[config.mk]
export PLATFORM = sky130hd
export DESIGN_NAME = tenary_conv_ctrl
export DESIGN_NICKNAME = d
export VERILOG_FILES = /design/src/rtl/tenary_conv_ctrl.sv
export SDC_FILE = /design/constraint.sdc
export NUM_CORES = 1
export LEC_CHECK = 0
export ABC_AREA = 1
export CAP_MARGIN = 20
export CORE_MARGIN = 4
export CORE_UTILIZATION = 45
export CTS_CLUSTER_DIAMETER = 30
export DETAILED_ROUTE_END_ITERATION = 8
export PLACE_DENSITY = 0.74
export SYNTH_ARGS = -nofsm -noshare
export SYNTH_HDL_FRONTEND = slang
export SYNTH_SLANG_ARGS = --single-unit
[constraint.sdc]
create_clock -name clk -period 1.65 [get_ports clk]
set_input_delay 0.4125 -clock clk [delete_from_list [all_inputs] [get_ports clk]]
set_output_delay 0.4125 -clock clk [all_outputs]
set_load 0.05 [all_outputs]
[src/rtl/tenary_conv_ctrl.sv]
// -----------------------------------------------------------------------------
// tenary_conv_ctrl
//
// Sequencing controller for the ternary 3x3 adder datapath. Walks one output
// feature map with col innermost, then channel group, then row. For each
// window it issues the adder advance strobe together with the window
// coordinates and the border-padding mask. Before every new (row, group) pair
// it requests a weight reload. After the last window it flushes the adder
// pipeline and then pulses done for one cycle.
//
// Ports:
//   clk       in   1          rising-edge clock
//   rst_n     in   1          asynchronous active-low reset
//   start     in   1          layer start request, sampled only in IDLE
//   in_valid  in   1          buffers can supply the current window
//   fire      out  1          adder advance strobe
//   w_load    out  1          fetch weights of channel group grp
//   row       out  ADDR_BITS  output row of the current window
//   col       out  ADDR_BITS  output column of the current window
//   grp       out  GRP_BITS   current channel group
//   pad_mask  out  9          bit 3*(dr+1)+(dc+1) set when tap lies off-map
//   busy      out  1          high in every state except IDLE
//   done      out  1          one-cycle completion pulse
// -----------------------------------------------------------------------------
module tenary_conv_ctrl #(
  parameter int INPUT_SIZE    = 16,
  parameter int TI            = 3,
  parameter int INPUT_CHANNEL = 3,
  parameter int ADDR_BITS     = 4,
  parameter int GRP_BITS      = 4,
  parameter int PIPE_LAT      = 3
) (
  input  logic                 clk,
  input  logic                 rst_n,
  input  logic                 start,
  input  logic                 in_valid,
  output logic                 fire,
  output logic                 w_load,
  output logic [ADDR_BITS-1:0] row,
  output logic [ADDR_BITS-1:0] col,
  output logic [GRP_BITS-1:0]  grp,
  output logic [8:0]           pad_mask,
  output logic                 busy,
  output logic                 done
);

  localparam int ITER    = INPUT_CHANNEL / TI;
  localparam int DRAIN_W = (PIPE_LAT > 1) ? $clog2(PIPE_LAT) : 1;

  localparam logic [ADDR_BITS-1:0] LAST_POS   = ADDR_BITS'(INPUT_SIZE - 1);
  localparam logic [GRP_BITS-1:0]  LAST_GRP   = GRP_BITS'(ITER - 1);
  localparam logic [DRAIN_W-1:0]   LAST_DRAIN = DRAIN_W'(PIPE_LAT - 1);

  typedef enum logic [2:0] {
    S_IDLE  = 3'd0,
    S_WLOAD = 3'd1,
    S_RUN   = 3'd2,
    S_DRAIN = 3'd3,
    S_DONE  = 3'd4
  } state_t;

  state_t               state_q, state_d;
  logic [ADDR_BITS-1:0] row_q, row_d;
  logic [ADDR_BITS-1:0] col_q, col_d;
  logic [GRP_BITS-1:0]  grp_q, grp_d;
  logic [DRAIN_W-1:0]   drain_q, drain_d;

  logic last_window_s;
  logic top_s, bot_s, left_s, right_s;

  // State and counter registers.
  always_ff @(posedge clk or negedge rst_n) begin
    if (!rst_n) begin
      state_q <= S_IDLE;
      row_q   <= {ADDR_BITS{1'b0}};
      col_q   <= {ADDR_BITS{1'b0}};
      grp_q   <= {GRP_BITS{1'b0}};
      drain_q <= {DRAIN_W{1'b0}};
    end else begin
      state_q <= state_d;
      row_q   <= row_d;
      col_q   <= col_d;
      grp_q   <= grp_d;
      drain_q <= drain_d;
    end
  end

  // Final window of the layer: the fire here ends RUN instead of reloading.
  always_comb begin
    last_window_s = (row_q == LAST_POS) && (grp_q == LAST_GRP) && (col_q == LAST_POS);
  end

  // Next-state, counter update and strobe decode.
  always_comb begin
    state_d = state_q;
    row_d   = row_q;
    col_d   = col_q;
    grp_d   = grp_q;
    drain_d = drain_q;
    fire    = 1'b0;
    w_load  = 1'b0;
    busy    = 1'b1;
    done    = 1'b0;

    case (state_q)
      S_IDLE: begin
        busy = 1'b0;
        if (start) begin
          state_d = S_WLOAD;
          row_d   = {ADDR_BITS{1'b0}};
          col_d   = {ADDR_BITS{1'b0}};
          grp_d   = {GRP_BITS{1'b0}};
        end else begin
          state_d = S_IDLE;
        end
      end

      S_WLOAD: begin
        w_load  = 1'b1;
        state_d = S_RUN;
      end

      S_RUN: begin
        // A stalled cycle leaves every counter untouched.
        fire = in_valid;
        if (in_valid) begin
          if (col_q != LAST_POS) begin
            col_d = col_q + ADDR_BITS'(1);
          end else if (last_window_s) begin
            state_d = S_DRAIN;
            drain_d = {DRAIN_W{1'b0}};
          end else begin
            col_d   = {ADDR_BITS{1'b0}};
            state_d = S_WLOAD;
            if (grp_q == LAST_GRP) begin
              grp_d = {GRP_BITS{1'b0}};
              row_d = row_q + ADDR_BITS'(1);
            end else begin
              grp_d = grp_q + GRP_BITS'(1);
            end
          end
        end else begin
          state_d = S_RUN;
        end
      end

      S_DRAIN: begin
        // Flush fires are unconditional: the adder pipeline holds no new data.
        fire = 1'b1;
        if (drain_q == LAST_DRAIN) begin
          state_d = S_DONE;
        end else begin
          drain_d = drain_q + DRAIN_W'(1);
        end
      end

      S_DONE: begin
        done    = 1'b1;
        state_d = S_IDLE;
      end

      default: begin
        busy    = 1'b0;
        state_d = S_IDLE;
      end
    endcase
  end

  // Map-border flags for the current window.
  always_comb begin
    top_s   = (row_q == {ADDR_BITS{1'b0}});
    bot_s   = (row_q == LAST_POS);
    left_s  = (col_q == {ADDR_BITS{1'b0}});
    right_s = (col_q == LAST_POS);
  end

  // Padding mask: bits 0-2 are the row above, 6-8 the row below; within each
  // triple bit 0 is the left tap and bit 2 the right tap. Only driven in RUN.
  always_comb begin
    pad_mask = 9'b0_0000_0000;
    if (state_q == S_RUN) begin
      pad_mask[0] = top_s | left_s;
      pad_mask[1] = top_s;
      pad_mask[2] = top_s | right_s;
      pad_mask[3] = left_s;
      pad_mask[4] = 1'b0;
      pad_mask[5] = right_s;
      pad_mask[6] = bot_s | left_s;
      pad_mask[7] = bot_s;
      pad_mask[8] = bot_s | right_s;
    end else begin
      pad_mask = 9'b0_0000_0000;
    end
  end

  // Coordinates are the counter registers themselves.
  always_comb begin
    row = row_q;
    col = col_q;
    grp = grp_q;
  end

endmodule

==> metrics list <==
* Area used by multi-input combinational logic: 903 um^2
- Global routing consumed, over all layers together, 23.8% of the routing resources.
- The design draws 4.04 mW.
- The root buffer cell chosen for the clock tree is sky130_fd_sc_hd__clkbuf_4.
* Average footprint of a synthesized cell: 7.54 um^2
- The number of nets in the synthesized netlist is 171.
- Yosys instantiated no cell more often than sky130_fd_sc_hd__nand2_1.
- Die Height: 59.8 um
* Peak-usage layer in the global routing report: met2
- Count of endpoints failing hold in the final timing report: 0
- TritonCTS created 3 clock buffers.
* Sequential cell area: 440 um^2
- By count the netlist is led by 32 x sky130_fd_sc_hd__nand2_1, 19 x sky130_fd_sc_hd__inv_1, 19 x sky130_fd_sc_hd__nor2_1.
- Power density cells: 1780 nW/um^2
* Clock Pin Slew Worst Setup and Hold Paths: 0.10 ns
- Type of the setup path with the least slack: reg2out
- Remaining number of nets flagged by the antenna check after routing: 0
- Initial standard-cell utilization of the core: 47.8%
- DRC violation count after routing: 0
* Post-synth design cell area: 1210 um^2
- The region available for standard cell placement spans 2520 um^2.
* Number of global-route vias before repair: 1429
* Hold-fix buffer count after cts: 0
* Synth area leaders: sky130_fd_sc_hd__dfrtp_1 35%, sky130_fd_sc_hd__nand2_1 10%, sky130_fd_sc_hd__ha_1 7.3%
- For the final database, setup skew stands at 0.00197 ns.
- Dividing the detail-routed wire length by the instance count gives 17.1 um.
* Share of layout cells above drive strength 1: 51.6%
- For this run, the top clock speed supported by timing is 528 MHz.
- Average vias per placed instance: 5.69
* Critical-path maximum fanout: 6
- The die is 59.8 um wide.
- On the worst path, the slowest cell contributes a delay of 0.48 ns.
- Final wirelength: 4290 um
- 29 I/O pins were placed.
- Gr ovfl total: 0
* Clock latency of the later-clocked register in the worst-skew pair: 0.30 ns
- Compared with the post-synthesis result, the final layout area differs by 88.3%.
- The routed layout has 1429 vias.
- For this run, the detailed router's first-pass iteration total came to 6.
- On the critical path the largest part of the delay comes from flip-flops.
- In this run, synthesis produced a sequential element count of 17.
- Counting I/O delays and the setup requirement, the final critical path takes 1.89 ns.
* Cell chain of the critical path: inv_2, nor2_1, or3_4, buf_12
* Number of diodes: 0
- Synthesized netlist cell count: 160
- Entering global routing, the biggest net connects 18 pins.
- Synth warn: 0
* IO buf count: 27
- Hold timing on the final database bottoms out at a slack of 0.423 ns.
- Area of the die: 3570 um^2
- sky130_fd_sc_hd__dfrtp_1 takes more of the synthesized area than any other cell.
- Total setup violations reported at the end of the flow: 16
* Number of placement rows: 18
- After filler insertion, the fill cell instance count of the layout stands at 112.
- The longest clock path from root to sink contains 2 buffers.
- The number of buffers and inverters on the critical path is 2.
- The final reports fail on setup timing.
- Critical path's slowest cell: sky130_fd_sc_hd__dfrtp_2
- Met1 track utilization from global routing: 27.8%
- CTS built an H-tree with a depth of 1.
* Endpoint required time on the critical path: 1.24 ns
- Unrepaired setup endpoints after global routing: true
- Max capacitance violation total: 0
- The initial antenna violation count was 0.
- The worst setup path is launched from a flop.
- Met3 Track Usage GR: 2.81%
- Net total in the final layout: 233
- The total count of max-transition violations in the final report is 0.
- Outcome: finished with violations
- Clock tree synthesis found a total of 17 sinks.
- Yosys mapped a number of flops with a built-in enable equal to 0.
- Clock tree from TritonCTS: done
* Post-route clock period utilization: 115%
- First-pass GRT wire length: 6490 um
- Static Leak: 1.01 nW
- In this run, distinct cell masters in the synthesized netlist total 28.
* Arrival time reported for the critical path endpoint: 1.48 ns
- Placed wire-length estimate after detailed placement: 2710 um
* Least setup slack across all paths after layout: -0.245 ns
* Share of flip-flops with an asynchronous set or reset: 100%
* Worst hold-check path type: in2async
- Cells fill 90.0% of the core in the end.
* Number of violations reported at the end of detailed-routing iteration 0: 86
- In this run the biggest area consumer among cell types represents 35.3% of the synthesized area.
- Sequential cells were found to cover 35.3% of the synthesized design area.
- The worst-case IR drop observed on VDD is 0.00189 V.
- Ys flop type: sky130_fd_sc_hd__dfrtp_1
- For met2 alone, demand over resource in global routing was 44.8%.
- Weighted congestion reported at the end of routability-driven placement: 0.831
- STA classifies the critical path endpoint as a primary output.
==> power by group <==
group          leakage (nW)  switching (mW)  internal [mW]  total [mW]
logic                 0.781            1.77           1.38        3.15
clock network        0.0177           0.144         0.0906       0.234
registers             0.211           0.147          0.514       0.662
total                  1.01            2.06           1.98        4.04
==> layout make-up <==
type | instances | area share, %
repair buffers | 60 | 34.5
clock buffers | 3 | 0.992
flip-flops and latches | 17 | 19.4
inverters | 20 | 3.42
clock inverters | 1 | 0.220
well taps | 30 | 1.65
multi-input cells | 120 | 39.8
==> through the flow <==
stage / instance area, um^2 / worst slack [ns] / TNS, ns / cells
after CTS: 2190 / -0.229 / -2.03 / 245
after global placement: 2030 / 0.0173 / 0 / 228
final: 2270 / -0.245 / -2.35 / 251
after detailed placement: 2030 / 0.00177 / 0 / 228
after floorplan: 1400 / -0.106 / -0.720 / 160
after global routing: 2270 / -0.284 / -3.89 / 251
==> path summary, 6_finish.rpt <==
path,from,end,slack [ns],depth (start not counted)
max reg2reg,col[1],row[2],-0.06,8
min,rst_n,drain_q[1],0.42,2
max,state_q[1],busy,-0.24,4
min in group clk,drain_q[1],drain_q[1],0.50,2
min reg2reg,drain_q[1],drain_q[1],0.50,2
max in group asynchronous,rst_n,row[1],1.02,2
==> routing by layer <==
layer	part of all wire (%)	vias to the layer above
li1	-	647
met1	38	679
met2	52	84
met3	6.2	19
met4	3.6	0
met5	0	-
==> placed cells by master (no fill, tap or decap), drive strengths merged <==
cell type / netlist / layout
nand3: 11 / 11
or3: 1 / 1
nand4: 10 / 10
ha: 7 / 7
a21oi: 4 / 4
nand3b: 2 / 2
o21ai: 13 / 13
xor2: 2 / 2
nor3b: 1 / 1
nor3: 2 / 2
dfrtp: 17 / 17
clkdlybuf4s50: 0 / 3
or2: 3 / 3
xnor2: 1 / 1
a31o: 1 / 1
nor2: 24 / 24
conb: 1 / 1
buf: 3 / 57
inv: 20 / 20
nand2: 37 / 37
clkbuf: 0 / 3
clkinv: 0 / 1
==> flip-flops by register name, summed over array words and instances (netlist names) <==
signal,flops
row,4
drain_q,2
state_q,3
col,4
grp,4
==> what timing repair did <==
item / 4_1_cts / 5_1_grt
pin swaps: 6 / 9
buffers inserted: 13 / 7
endpoints found under the setup margin: 12 / 22
gates resized for setup: 9 / 11
==> logic make-up after synthesis <==
kind of cell / synth area share, %
AOI/OAI and AO/OA: 7.78
xor gates and xnor gates: 2.18
adders and majority gates: 7.26
buffers and inverters: 7.88
DFF: 35.3
other: 0.311
and+or+nand+nor: 39.3
Power figures use the tool's default switching activity.
